<file path="config.mk">
export PLATFORM = sky130hd
export DESIGN_NAME = uart_fifo_bridge
export DESIGN_NICKNAME = d
export VERILOG_FILES = /design/src/rtl/uart_bridge_pkg.sv /design/src/rtl/sync_fifo.sv /design/src/rtl/uart_fifo_bridge.sv
export SDC_FILE = /design/constraint.sdc
export NUM_CORES = 1
export LEC_CHECK = 0
export CORE_UTILIZATION = 45
export DETAILED_ROUTE_END_ITERATION = 8
export PLACE_DENSITY = 0.74
export SYNTH_ARGS = -nofsm -noshare
export SYNTH_HDL_FRONTEND = slang
export SYNTH_SLANG_ARGS = --single-unit
</file>
<file path="constraint.sdc">
create_clock -name clk -period 6.1 [get_ports clk]
set_clock_uncertainty 0.15 [all_clocks]
set_input_delay 1.83 -clock clk [delete_from_list [all_inputs] [get_ports clk]]
set_output_delay 1.83 -clock clk [all_outputs]
set_load 0.02 [all_outputs]
</file>
<file path="src/rtl/uart_bridge_pkg.sv">
// Shared types and status-bit positions for the UART FIFO bridge.
package uart_bridge_pkg;

    typedef enum logic [1:0] {
        TX_IDLE,
        TX_LAUNCH,
        TX_GUARD,
        TX_DRAIN
    } tx_state_t;

    typedef enum logic [1:0] {
        RX_IDLE,
        RX_ACK,
        RX_WAIT
    } rx_state_t;

    // Bit positions inside status_o; [7:6] are always zero.
    localparam int STAT_TX_FULL  = 0;
    localparam int STAT_RX_AVAIL = 1;
    localparam int STAT_TX_EMPTY = 2;
    localparam int STAT_RX_FULL  = 3;
    localparam int STAT_TX_OVF   = 4;
    localparam int STAT_RX_UNF   = 5;

endpackage

</file>
<file path="src/rtl/sync_fifo.sv">
// Single-clock show-ahead FIFO. A push into a full FIFO is accepted only when
// a pop happens in the same cycle; a pop from an empty FIFO is always ignored.
module sync_fifo #(
    parameter int WIDTH = 8,
    parameter int DEPTH = 16,
    localparam int AW = $clog2(DEPTH),
    localparam int LW = AW + 1
) (
    input  logic             clk,
    input  logic             reset_i,
    input  logic             push,
    input  logic             pop,
    input  logic [WIDTH-1:0] din,
    output logic [WIDTH-1:0] dout,
    output logic             full,
    output logic             empty,
    output logic [LW-1:0]    level,
    output logic             ovf_pulse,
    output logic             unf_pulse
);

    logic [WIDTH-1:0] mem [DEPTH];
    logic [AW-1:0]    wr_ptr;
    logic [AW-1:0]    rd_ptr;
    logic             do_push;
    logic             do_pop;

    assign full      = (level == LW'(DEPTH));
    assign empty     = (level == '0);
    assign do_pop    = pop && !empty;
    assign do_push   = push && (!full || do_pop);
    assign ovf_pulse = push && !do_push;
    assign unf_pulse = pop && empty;
    assign dout      = empty ? '0 : mem[rd_ptr];

    // Storage write.
    // NOTE: the data array has no reset; level and pointers decide what is valid, and leaving it unreset lets it map onto plain RAM.
    always_ff @(posedge clk) begin
        if (do_push) begin
            mem[wr_ptr] <= din;
        end
    end

    // Pointer and occupancy bookkeeping; DEPTH is a power of two so the pointers wrap on their own.
    // NOTE: sequential state uses non-blocking assignments so every flop samples pre-edge values.
    always_ff @(posedge clk or posedge reset_i) begin
        if (reset_i) begin
            wr_ptr <= '0;
            rd_ptr <= '0;
            level  <= '0;
        end else begin
            if (do_push) begin
                wr_ptr <= wr_ptr + AW'(1);
            end
            if (do_pop) begin
                rd_ptr <= rd_ptr + AW'(1);
            end
            case ({do_push, do_pop})
                2'b10:   level <= level + LW'(1);
                2'b01:   level <= level - LW'(1);
                default: level <= level;
            endcase
        end
    end

endmodule

</file>
<file path="src/rtl/uart_fifo_bridge.sv">
// Buffered byte bridge between the bus strobes and the UART core: a TX FIFO
// drained by a launch FSM, an RX FIFO filled by an acknowledge FSM, plus
// sticky overflow/underflow flags packed into a status byte.
module uart_fifo_bridge
    import uart_bridge_pkg::*;
#(
    parameter int DEPTH = 16,
    localparam int LW = $clog2(DEPTH) + 1
) (
    input  logic          clk,
    input  logic          reset_i,
    input  logic          wr_i,
    input  logic [7:0]    tx_data_i,
    input  logic          rd_i,
    output logic [7:0]    rx_data_o,
    input  logic          clr_i,
    output logic [7:0]    status_o,
    output logic [LW-1:0] tx_level_o,
    output logic [LW-1:0] rx_level_o,
    output logic          uart_wr_o,
    output logic [7:0]    uart_tx_data_o,
    input  logic          uart_busy_i,
    output logic          uart_rd_o,
    input  logic [7:0]    uart_rx_data_i,
    input  logic          uart_valid_i
);

    tx_state_t  tx_state, tx_next;
    rx_state_t  rx_state, rx_next;

    logic       tx_pop, tx_full, tx_empty, tx_ovf_pulse;
    logic       rx_push, rx_full, rx_empty, rx_unf_pulse;
    logic [7:0] tx_head;
    logic       tx_unf_unused, rx_ovf_unused;
    logic       tx_ovf, rx_unf;

    sync_fifo #(.WIDTH(8), .DEPTH(DEPTH)) u_tx_fifo (
        .clk       (clk),
        .reset_i   (reset_i),
        .push      (wr_i),
        .pop       (tx_pop),
        .din       (tx_data_i),
        .dout      (tx_head),
        .full      (tx_full),
        .empty     (tx_empty),
        .level     (tx_level_o),
        .ovf_pulse (tx_ovf_pulse),
        .unf_pulse (tx_unf_unused)
    );

    sync_fifo #(.WIDTH(8), .DEPTH(DEPTH)) u_rx_fifo (
        .clk       (clk),
        .reset_i   (reset_i),
        .push      (rx_push),
        .pop       (rd_i),
        .din       (uart_rx_data_i),
        .dout      (rx_data_o),
        .full      (rx_full),
        .empty     (rx_empty),
        .level     (rx_level_o),
        .ovf_pulse (rx_ovf_unused),
        .unf_pulse (rx_unf_pulse)
    );

    // TX next state: pop one byte, strobe the UART, absorb the busy-rise latency, wait for busy to drop.
    // NOTE: every output of a combinational block gets a default first so no path can infer a latch.
    always_comb begin
        tx_next = tx_state;
        tx_pop  = 1'b0;
        case (tx_state)
            TX_IDLE: begin
                if (!tx_empty) begin
                    tx_pop  = 1'b1;
                    tx_next = TX_LAUNCH;
                end
            end
            TX_LAUNCH: tx_next = TX_GUARD;
            TX_GUARD:  tx_next = TX_DRAIN;
            TX_DRAIN: begin
                if (!uart_busy_i) begin
                    tx_next = TX_IDLE;
                end
            end
            default: tx_next = TX_IDLE;
        endcase
    end

    // TX state, registered write strobe and the byte held for the UART.
    always_ff @(posedge clk or posedge reset_i) begin
        if (reset_i) begin
            tx_state       <= TX_IDLE;
            uart_wr_o      <= 1'b0;
            uart_tx_data_o <= '0;
        end else begin
            tx_state  <= tx_next;
            uart_wr_o <= (tx_next == TX_LAUNCH);
            if (tx_pop) begin
                uart_tx_data_o <= tx_head;
            end
        end
    end

    // RX next state: capture a held byte only when there is room, ack once, then wait for valid to drop.
    always_comb begin
        rx_next = rx_state;
        rx_push = 1'b0;
        case (rx_state)
            RX_IDLE: begin
                if (uart_valid_i && !rx_full) begin
                    rx_push = 1'b1;
                    rx_next = RX_ACK;
                end
            end
            RX_ACK: rx_next = RX_WAIT;
            RX_WAIT: begin
                if (!uart_valid_i) begin
                    rx_next = RX_IDLE;
                end
            end
            default: rx_next = RX_IDLE;
        endcase
    end

    // RX state and registered acknowledge strobe.
    always_ff @(posedge clk or posedge reset_i) begin
        if (reset_i) begin
            rx_state  <= RX_IDLE;
            uart_rd_o <= 1'b0;
        end else begin
            rx_state  <= rx_next;
            uart_rd_o <= (rx_next == RX_ACK);
        end
    end

    // Sticky error flags; a new error event outranks a clear in the same cycle.
    always_ff @(posedge clk or posedge reset_i) begin
        if (reset_i) begin
            tx_ovf <= 1'b0;
            rx_unf <= 1'b0;
        end else begin
            tx_ovf <= tx_ovf_pulse | (tx_ovf & ~clr_i);
            rx_unf <= rx_unf_pulse | (rx_unf & ~clr_i);
        end
    end

    // Status byte packing from registered FIFO state.
    always_comb begin
        status_o                = '0;
        status_o[STAT_TX_FULL]  = tx_full;
        status_o[STAT_RX_AVAIL] = !rx_empty;
        status_o[STAT_TX_EMPTY] = tx_empty;
        status_o[STAT_RX_FULL]  = rx_full;
        status_o[STAT_TX_OVF]   = tx_ovf;
        status_o[STAT_RX_UNF]   = rx_unf;
    end

endmodule

</file>
==> run_summary.xml, run 1 <==
<?xml version="1.0" encoding="UTF-8"?>
<metrics>
  <group name="status">
    <metric name="status" unit="">completed</metric>
  </group>
  <group name="worst_setup_path">
    <metric name="path_buf_inv" unit="">2</metric>
    <metric name="timing.critical_path.to_type" unit="">output pin</metric>
    <metric name="critical-path-max-stage-delay" unit="ns">0.70</metric>
    <metric name="worstPathRequired" unit="ns">4.12</metric>
    <metric name="critical-path-top-delay-family" unit="">buffers and inverters</metric>
    <metric name="worst_setup_path_start_kind" unit="">flip-flop</metric>
    <metric name="critPathMaxFanout" unit="">17</metric>
    <metric name="worstPathCellList" unit="">buf_4 -&gt; mux4_2 -&gt; mux2i_1 -&gt; o22ai_1 -&gt; clkdlybuf4s50_1</metric>
    <metric name="criticalPathCategory" unit="">flip-flop to output pin</metric>
    <metric name="timing.critical_path.slowest_stage_cell" unit="">sky130_fd_sc_hd__dfrtp_2</metric>
    <metric name="cp_data_arrival_time" unit="ns">3.02</metric>
  </group>
  <group name="floorplan">
    <metric name="dieArea" unit="um2">27800</metric>
    <metric name="initial_core_util" unit="">0.464</metric>
    <metric name="core_area" unit="um2">26400</metric>
    <metric name="row_count" unit="">59</metric>
    <metric name="dieWidth" unit="um">167</metric>
    <metric name="io_pins" unit="">59</metric>
    <metric name="dieHeight" unit="um">167</metric>
  </group>
  <group name="synth">
    <metric name="share_of_synthesized_area_occupied_by_flip_flops_and_latches" unit="">0.715</metric>
    <metric name="combinational_family_with_the_most_area_after_synthesis" unit="">multiplexers</metric>
    <metric name="synthXorXnorAreaFrac" unit="">0.0158</metric>
    <metric name="synthArstFlopShare" unit="">0.141</metric>
    <metric name="synth.area.mux_share" unit="">0.154</metric>
    <metric name="netlist-cell-type-count" unit="">46</metric>
    <metric name="synth_simple_gate_area_frac" unit="">0.0462</metric>
    <metric name="synth-adder-area-share" unit="">0.0190</metric>
    <metric name="yosys_reg_bits" unit="">298</metric>
    <metric name="synthesis.area_per_instance" unit="um2">18.8</metric>
    <metric name="synthesis.area" unit="um2">12200</metric>
    <metric name="synth_flop_cell" unit="">sky130_fd_sc_hd__edfxtp_1</metric>
    <metric name="yosys_warnings" unit="">0</metric>
    <metric name="synth_compound_area_frac" unit="">0.0200</metric>
    <metric name="number_of_flops_mapped_to_enable_cells_by_yosys" unit="">256</metric>
    <metric name="post_synth_inst_count" unit="">650</metric>
  </group>
  <group name="detailed_routing">
    <metric name="antenna_violating_nets_post_route" unit="">0</metric>
    <metric name="drcViolationCount" unit="">0</metric>
    <metric name="post_drt_via_cell_ratio" unit="">5.57</metric>
    <metric name="drt_first_iter_violations" unit="">445</metric>
    <metric name="via_count" unit="">5946</metric>
    <metric name="routedWlPerCell" unit="um">22.1</metric>
    <metric name="routed_wirelength" unit="um">23600</metric>
    <metric name="drt_first_pass_iters" unit="">5</metric>
  </group>
  <group name="finish">
    <metric name="drive_above_1_share" unit="">0.165</metric>
    <metric name="num-nets-final" unit="">751</metric>
    <metric name="fill_cells" unit="">2006</metric>
    <metric name="syn2layout_area_growth" unit="%">14.8</metric>
    <metric name="antenna_cell_count" unit="">0</metric>
  </group>
  <group name="pwr">
    <metric name="seq_power_share" unit="">0.433</metric>
    <metric name="switchingPower" unit="mW">2.03</metric>
    <metric name="pwr_density_cell" unit="nW/um2">472</metric>
    <metric name="combinational_cell_fraction_of_total_power" unit="">0.288</metric>
    <metric name="power.share.switching" unit="">0.306</metric>
    <metric name="cellInternalPower" unit="mW">4.59</metric>
    <metric name="clockPowerShare" unit="">0.279</metric>
    <metric name="maximum_vdd_ir_drop" unit="mV">0.222</metric>
    <metric name="p_leak" unit="nW">4.84</metric>
  </group>
  <group name="grt">
    <metric name="grt_start_max_net_pins" unit="">43</metric>
    <metric name="grt_util_all_layers" unit="">0.174</metric>
    <metric name="antenna_found_initial" unit="">0</metric>
    <metric name="grt.overflow.total" unit="">0</metric>
    <metric name="first_global_vias" unit="">6234</metric>
    <metric name="first_pass_grt_wire_length" unit="um">36500</metric>
  </group>
  <group name="sta">
    <metric name="timing.setup.tns" unit="ns">0</metric>
    <metric name="tightest_slew" unit="ns">1.23</metric>
    <metric name="max_freq" unit="MHz">200</metric>
    <metric name="slew_viol_final" unit="">0</metric>
    <metric name="final.period_utilization" unit="">0.820</metric>
    <metric name="worst_slack" unit="ns">1.10</metric>
    <metric name="final-setup-viol-count" unit="">0</metric>
    <metric name="grt_setup_unrepaired" unit="">no</metric>
    <metric name="finalWorstPathRequiredPeriod" unit="ns">5.00</metric>
    <metric name="maxSlewHeadroom" unit="">0.182</metric>
    <metric name="finalHoldViolCount" unit="">0</metric>
  </group>
  <group name="clock_tree">
    <metric name="tritoncts_clock_tree" unit="">built</metric>
    <metric name="clock_tree.root_cell" unit="">sky130_fd_sc_hd__clkbuf_16</metric>
    <metric name="postCtsResizedCells" unit="">0</metric>
    <metric name="clkSinkCount" unit="">298</metric>
    <metric name="postCtsSetupRepairBufs" unit="">0</metric>
    <metric name="tritoncts.num_buffers" unit="">30</metric>
    <metric name="cts-hold-fix-buffers" unit="">0</metric>
    <metric name="cts-root-to-sink-buffers" unit="">3</metric>
    <metric name="clk_transition_reported_paths" unit="ns">0.06</metric>
    <metric name="cts-htree-levels" unit="">1</metric>
    <metric name="worst_skew_pair.late_latency" unit="ns">0.54</metric>
  </group>
  <group name="placement">
    <metric name="post-place-ws" unit="ns">1.52</metric>
    <metric name="final_weighted_congestion_in_routability_driven_placement" unit="">0.749</metric>
    <metric name="port-buffer-count" unit="">56</metric>
    <metric name="detailedPlacementHpwl" unit="um">15200</metric>
  </group>
  <group name="min_path">
    <metric name="min_path_type" unit="">flip-flop to flip-flop</metric>
  </group>
  <group name="job">
    <metric name="cap_viol_max_count" unit="">0</metric>
  </group>
</metrics>
sequential cells by signal (all words and copies together), names as in the netlist:
register          count
uart_wr_o             1
u_tx_fifo.rd_ptr      4
rx_unf                1
tx_state              2
u_tx_fifo.level       5
tx_ovf                1
u_rx_fifo.mem       128
u_rx_fifo.wr_ptr      4
u_tx_fifo.mem       128
u_rx_fifo.level       5
u_rx_fifo.rd_ptr      4
rx_state              2
uart_tx_data_o        8
u_tx_fifo.wr_ptr      4
uart_rd_o             1
worst reg2reg max path, cell delays in order, from the launching register on:
cell	delay, ns
sky130_fd_sc_hd__dfrtp_1	0.43
sky130_fd_sc_hd__nor4_2	0.40
sky130_fd_sc_hd__nand2b_1	0.16
sky130_fd_sc_hd__nand2_1	0.61
sky130_fd_sc_hd__inv_1	0.23
sky130_fd_sc_hd__ha_1	0.32
sky130_fd_sc_hd__ha_1	0.33
sky130_fd_sc_hd__nor2b_1	0.14
sky130_fd_sc_hd__o21ai_0	0.19
sky130_fd_sc_hd__a21oi_1	0.09
sky130_fd_sc_hd__or3b_2	0.45
sky130_fd_sc_hd__xnor2_1	0.14
placed cells by master, fill, tap and decap left out, types with 4 or more instances in the layout:
cell                              instances
sky130_fd_sc_hd__nor2_1                  11
sky130_fd_sc_hd__xor2_1                   7
sky130_fd_sc_hd__nor4_1                   4
sky130_fd_sc_hd__a21oi_1                  5
sky130_fd_sc_hd__dfrtp_1                 40
sky130_fd_sc_hd__mux2_2                  11
sky130_fd_sc_hd__o21ai_1                 11
sky130_fd_sc_hd__bufinv_16                4
sky130_fd_sc_hd__o21ai_0                 13
sky130_fd_sc_hd__and3_1                   6
sky130_fd_sc_hd__and2_1                  19
sky130_fd_sc_hd__inv_1                   21
sky130_fd_sc_hd__clkinv_1                 7
sky130_fd_sc_hd__nand2b_1                 4
sky130_fd_sc_hd__clkbuf_1                 5
sky130_fd_sc_hd__o22ai_1                 10
sky130_fd_sc_hd__nand2_1                 34
sky130_fd_sc_hd__mux4_1                  17
sky130_fd_sc_hd__mux2i_1                 25
sky130_fd_sc_hd__clkbuf_16               31
sky130_fd_sc_hd__edfxtp_1               256
sky130_fd_sc_hd__mux4_2                  47
sky130_fd_sc_hd__nor3b_1                  5
sky130_fd_sc_hd__xnor2_1                 15
sky130_fd_sc_hd__clkdlybuf4s50_1         56
sky130_fd_sc_hd__buf_4                   13
sky130_fd_sc_hd__ha_1                    17
sky130_fd_sc_hd__nand4_1                  4
sky130_fd_sc_hd__nor2b_1                  4
layer usage:
layer  share of wire  track usage  wire length, um  up-vias
met5               0            0                0        -
met3           0.044       0.0231             1050       33
met4           0.019       0.0439              453        0
li1                -            -                -     2662
met1            0.41        0.222             9640     3085
met2            0.53        0.314            12500      166
cell type report:
type / count / area [um2] / area share
Timing Repair Buffer: 69 / 658 / 0.0469
Clock buffer: 36 / 795 / 0.0566
Clock inverter: 19 / 208 / 0.0148
Tap cell: 335 / 419 / 0.0299
Inverter: 23 / 86.3 / 0.00615
Sequential cell: 298 / 8740 / 0.623
Multi-Input combinational cell: 288 / 3120 / 0.222
through the flow:
step	util	power, mW	hold WS (ns)	cells	instance area, um2
6_report	0.532	6.62	0.328	1068	14000
5_1_grt	0.532	6.92	0.349	1068	14000
4_1_cts	0.532	6.67	0.331	1068	14000
3_5_place_dp	0.494	4.83	0.323	1013	13000
3_3_place_gp	0.494	4.75	0.300	1013	13000
2_1_floorplan	-	4.21	0.289	651	12200
path summary, 6_finish.rpt:
kind	start	end	slack [ns]	cells past startpoint
setup / recovery	u_rx_fifo.rd_ptr[0]$_DFFE_PP0P_	rx_data_o[7]	1.10	5
hold reg to reg	tx_state[0]$_DFF_PP0_	tx_state[0]$_DFF_PP0_	0.33	1
max in group asynchronous	reset_i	u_rx_fifo.rd_ptr[0]$_DFFE_PP0P_	3.40	2
setup reg to reg	u_tx_fifo.level[1]$_DFFE_PP0P_	u_tx_fifo.level[4]$_DFFE_PP0P_	2.35	11
hold / removal	tx_state[0]$_DFF_PP0_	tx_state[0]$_DFF_PP0_	0.33	1
min in group asynchronous	reset_i	u_tx_fifo.rd_ptr[3]$_DFFE_PP0P_	1.71	2
cell usage after synthesis (2+ instances only):
master | count | area, um2
sky130_fd_sc_hd__edfxtp_1 | 256 | 7690
sky130_fd_sc_hd__mux4_2 | 47 | 1060
sky130_fd_sc_hd__dfrtp_1 | 42 | 1050
sky130_fd_sc_hd__nand2_1 | 34 | 128
sky130_fd_sc_hd__mux2i_1 | 25 | 250
sky130_fd_sc_hd__inv_1 | 22 | 82.6
sky130_fd_sc_hd__and2_1 | 19 | 119
sky130_fd_sc_hd__ha_1 | 17 | 213
sky130_fd_sc_hd__mux4_1 | 17 | 447
sky130_fd_sc_hd__xnor2_1 | 15 | 131
sky130_fd_sc_hd__o21ai_0 | 13 | 65.1
sky130_fd_sc_hd__buf_2 | 12 | 60.1
sky130_fd_sc_hd__buf_4 | 11 | 82.6
sky130_fd_sc_hd__mux2_2 | 11 | 124
sky130_fd_sc_hd__nor2_1 | 11 | 41.3
sky130_fd_sc_hd__o21ai_1 | 11 | 55.1
sky130_fd_sc_hd__clkbuf_1 | 10 | 37.5
sky130_fd_sc_hd__o22ai_1 | 10 | 62.6
sky130_fd_sc_hd__xor2_1 | 7 | 61.3
sky130_fd_sc_hd__and3_1 | 6 | 37.5
sky130_fd_sc_hd__a21oi_1 | 5 | 25.0
sky130_fd_sc_hd__nor3b_1 | 5 | 37.5
sky130_fd_sc_hd__buf_6 | 4 | 45.0
sky130_fd_sc_hd__nand2b_1 | 4 | 25.0
sky130_fd_sc_hd__nand4_1 | 4 | 25.0
sky130_fd_sc_hd__nor2b_1 | 4 | 25.0
sky130_fd_sc_hd__nor4_1 | 4 | 25.0
sky130_fd_sc_hd__nand3b_1 | 3 | 22.5
sky130_fd_sc_hd__a21o_1 | 2 | 15.0
sky130_fd_sc_hd__and3b_1 | 2 | 17.5
sky130_fd_sc_hd__buf_1 | 2 | 7.51
power groups by stage:
stage / Combinational (mW) / Clock [mW] / Sequential [mW]
2_1_floorplan: 1.49 / 0 / 2.72
3_3_place_gp: 1.86 / 0 / 2.88
3_5_place_dp: 1.92 / 0 / 2.91
4_1_cts: 1.92 / 1.88 / 2.87
5_1_grt: 2.05 / 1.96 / 2.91
6_report: 1.90 / 1.85 / 2.87
cells by family after synthesis:
logic type,count (synthesis)
AOI/OAI and AO/OA,44
xor gates and xnor gates,22
DFF,298
and+or+nand+nor,102
adders and majority gates,18
buffers and inverters,65
muxes,100
other,1
(Power assumes the default switching activity.)
==> run 2, diff against run 1 <==
- clock period: 6.1 -> 4.87 ns (I/O delays scaled with it)
==> run_summary.xml, run 2 (synthesis results as in run 1) <==
<?xml version="1.0" encoding="UTF-8"?>
<metrics>
  <group name="worst_setup_path">
    <metric name="worstReg2RegEnd" unit="">u_tx_fifo.level[4]$_DFFE_PP0P_</metric>
    <metric name="timing.critical_path.slowest_stage_cell" unit="">sky130_fd_sc_hd__dfrtp_2</metric>
    <metric name="reg2reg_depth" unit="">12</metric>
    <metric name="reg2reg_setup_slack" unit="ns">1.47</metric>
    <metric name="cp_data_arrival_time" unit="ns">2.98</metric>
    <metric name="worstPathCellList" unit="">buf_12 -&gt; mux4_2 -&gt; mux2i_1 -&gt; o22ai_1 -&gt; clkdlybuf4s50_1</metric>
    <metric name="critPathMaxFanout" unit="">21</metric>
    <metric name="timing.rr.start" unit="">u_tx_fifo.level[1]$_DFFE_PP0P_</metric>
    <metric name="timing.critical_path.to_type" unit="">output pin</metric>
    <metric name="criticalPathCategory" unit="">flip-flop to output pin</metric>
    <metric name="worstPathRequired" unit="ns">3.26</metric>
    <metric name="worst_setup_path_start_kind" unit="">flip-flop</metric>
    <metric name="crit_path_end" unit="">rx_data_o[4]</metric>
    <metric name="crit_path_start" unit="">u_rx_fifo.rd_ptr[0]$_DFFE_PP0P_</metric>
    <metric name="critical-path-max-stage-delay" unit="ns">0.70</metric>
  </group>
  <group name="sta">
    <metric name="timing.setup.tns" unit="ns">0</metric>
    <metric name="finalWorstPathRequiredPeriod" unit="ns">4.59</metric>
    <metric name="fin_worst_hold_slack" unit="ns">0.320</metric>
    <metric name="worst_slack" unit="ns">0.283</metric>
    <metric name="maxSlewHeadroom" unit="">0.105</metric>
    <metric name="slew_viol_final" unit="">0</metric>
    <metric name="grt_setup_unrepaired" unit="">no</metric>
    <metric name="finalHoldViolCount" unit="">0</metric>
    <metric name="tightest_slew" unit="ns">1.34</metric>
    <metric name="final-setup-viol-count" unit="">0</metric>
    <metric name="max_freq" unit="MHz">218</metric>
    <metric name="final.period_utilization" unit="">0.942</metric>
  </group>
  <group name="placement">
    <metric name="cells_after_dpl" unit="">1016</metric>
    <metric name="port-buffer-count" unit="">56</metric>
    <metric name="detailedPlacementHpwl" unit="um">14600</metric>
    <metric name="final_weighted_congestion_in_routability_driven_placement" unit="">0.731</metric>
    <metric name="post-place-ws" unit="ns">0.639</metric>
    <metric name="postPlaceCellArea" unit="um2">13100</metric>
  </group>
  <group name="clock_tree">
    <metric name="postCtsSetupRepairBufs" unit="">0</metric>
    <metric name="cts-htree-levels" unit="">1</metric>
    <metric name="postCtsResizedCells" unit="">0</metric>
    <metric name="worst_skew_pair.late_latency" unit="ns">0.54</metric>
    <metric name="clock_tree.root_cell" unit="">sky130_fd_sc_hd__clkbuf_16</metric>
    <metric name="clkSinkCount" unit="">298</metric>
    <metric name="clk_transition_reported_paths" unit="ns">0.06</metric>
    <metric name="cts-root-to-sink-buffers" unit="">3</metric>
    <metric name="tritoncts_clock_tree" unit="">built</metric>
    <metric name="tritoncts.num_buffers" unit="">31</metric>
    <metric name="cts-hold-fix-buffers" unit="">0</metric>
  </group>
  <group name="pwr">
    <metric name="pwr_density_cell" unit="nW/um2">591</metric>
    <metric name="p_leak" unit="nW">4.87</metric>
    <metric name="maximum_vdd_ir_drop" unit="mV">0.340</metric>
    <metric name="p_total" unit="mW">8.32</metric>
  </group>
  <group name="floorplan">
    <metric name="initial_core_util" unit="">0.464</metric>
    <metric name="io_pins" unit="">59</metric>
    <metric name="dieWidth" unit="um">167</metric>
    <metric name="row_count" unit="">59</metric>
    <metric name="core_area" unit="um2">26400</metric>
    <metric name="dieHeight" unit="um">167</metric>
    <metric name="dieArea" unit="um2">27800</metric>
  </group>
  <group name="detailed_routing">
    <metric name="routedWlPerCell" unit="um">21.5</metric>
    <metric name="drt_first_iter_violations" unit="">494</metric>
    <metric name="routed_wirelength" unit="um">23000</metric>
    <metric name="antenna_violating_nets_post_route" unit="">0</metric>
    <metric name="via_count" unit="">5867</metric>
    <metric name="drcViolationCount" unit="">0</metric>
    <metric name="post_drt_via_cell_ratio" unit="">5.47</metric>
    <metric name="drt_first_pass_iters" unit="">5</metric>
  </group>
  <group name="finish">
    <metric name="syn2layout_area_growth" unit="%">15.1</metric>
    <metric name="stdcell_area" unit="um2">14100</metric>
    <metric name="mostFrequentLayoutCells" unit="">sky130_fd_sc_hd__edfxtp_1 (256), sky130_fd_sc_hd__clkdlybuf4s50_1 (56), sky130_fd_sc_hd__mux4_2 (47)</metric>
    <metric name="fill_cells" unit="">1974</metric>
    <metric name="drive_above_1_share" unit="">0.172</metric>
    <metric name="num-nets-final" unit="">755</metric>
    <metric name="largest_registers" unit="">u_rx_fifo.mem: 128 flops, u_tx_fifo.mem: 128 flops, uart_tx_data_o: 8 flops</metric>
    <metric name="layout.cells.most_common" unit="">sky130_fd_sc_hd__edfxtp_1</metric>
    <metric name="fin_cells" unit="">1072</metric>
    <metric name="final_util" unit="">0.534</metric>
    <metric name="antenna_cell_count" unit="">0</metric>
  </group>
  <group name="grt">
    <metric name="first_pass_grt_wire_length" unit="um">35900</metric>
    <metric name="grt_start_max_net_pins" unit="">43</metric>
    <metric name="grt_util_all_layers" unit="">0.169</metric>
    <metric name="grt.overflow.total" unit="">0</metric>
    <metric name="first_global_vias" unit="">6276</metric>
    <metric name="antenna_found_initial" unit="">0</metric>
  </group>
  <group name="min_path">
    <metric name="min_path_type" unit="">flip-flop to flip-flop</metric>
  </group>
  <group name="job">
    <metric name="cap_viol_max_count" unit="">0</metric>
  </group>
  <group name="status">
    <metric name="status" unit="">completed</metric>
  </group>
</metrics>
-- run 2: changes by cell type in the layout (fill, tap and decap cells not counted), sizes merged --
cell      change
buf           +3
clkinv        +3
clkbuf        -1
clkinvlp      -1
-- run 2: power by group --
group / switching, mW / leakage [nW] / internal [mW]
sequential: 0.444 / 2.82 / 3.13
clock: 0.946 / 0.491 / 1.38
combinational: 1.16 / 1.56 / 1.26
total: 2.55 / 4.87 / 5.76
-- run 2: how the worst min path moves through the flow --
stage	end	slack, ns	start	depth (start not counted)
4_1_cts	tx_state[0]$_DFF_PP0_	0.32	tx_state[0]$_DFF_PP0_	1
3_3_place_gp	tx_state[0]$_DFF_PP0_	0.30	tx_state[0]$_DFF_PP0_	1
5_1_grt	tx_state[0]$_DFF_PP0_	0.35	tx_state[0]$_DFF_PP0_	1
3_5_place_dp	tx_state[0]$_DFF_PP0_	0.31	tx_state[0]$_DFF_PP0_	1
6_report	tx_state[0]$_DFF_PP0_	0.32	tx_state[0]$_DFF_PP0_	1
2_1_floorplan	tx_state[0]$_DFF_PP0_	0.29	tx_state[0]$_DFF_PP0_	1
-- run 2: layout make-up --
type,count,area [um2],share of cell area
sequential,298,8740,0.622
inverter,23,86.3,0.00614
timing repair buffer,72,693,0.0493
tap,335,419,0.0298
clock inverter,21,213,0.0151
multi-input combinational,288,3120,0.222
clock buffer,35,791,0.0562
-- run 2: critical path: cells and delay by family, from the launching register on --
family,cells,cell delay (ns)
AOI/OAI and AO/OA,1,0.15
buffers and inverters,2,0.86
DFF,1,0.70
muxes,2,0.72
-- run 2: per-layer routing --
metal	up-vias	track usage	wire [um]
li1	2664	-	-
met1	3002	0.211	9380
met2	178	0.310	12200
met3	23	0.0278	1190
met4	0	0.0358	257
met5	-	0	0
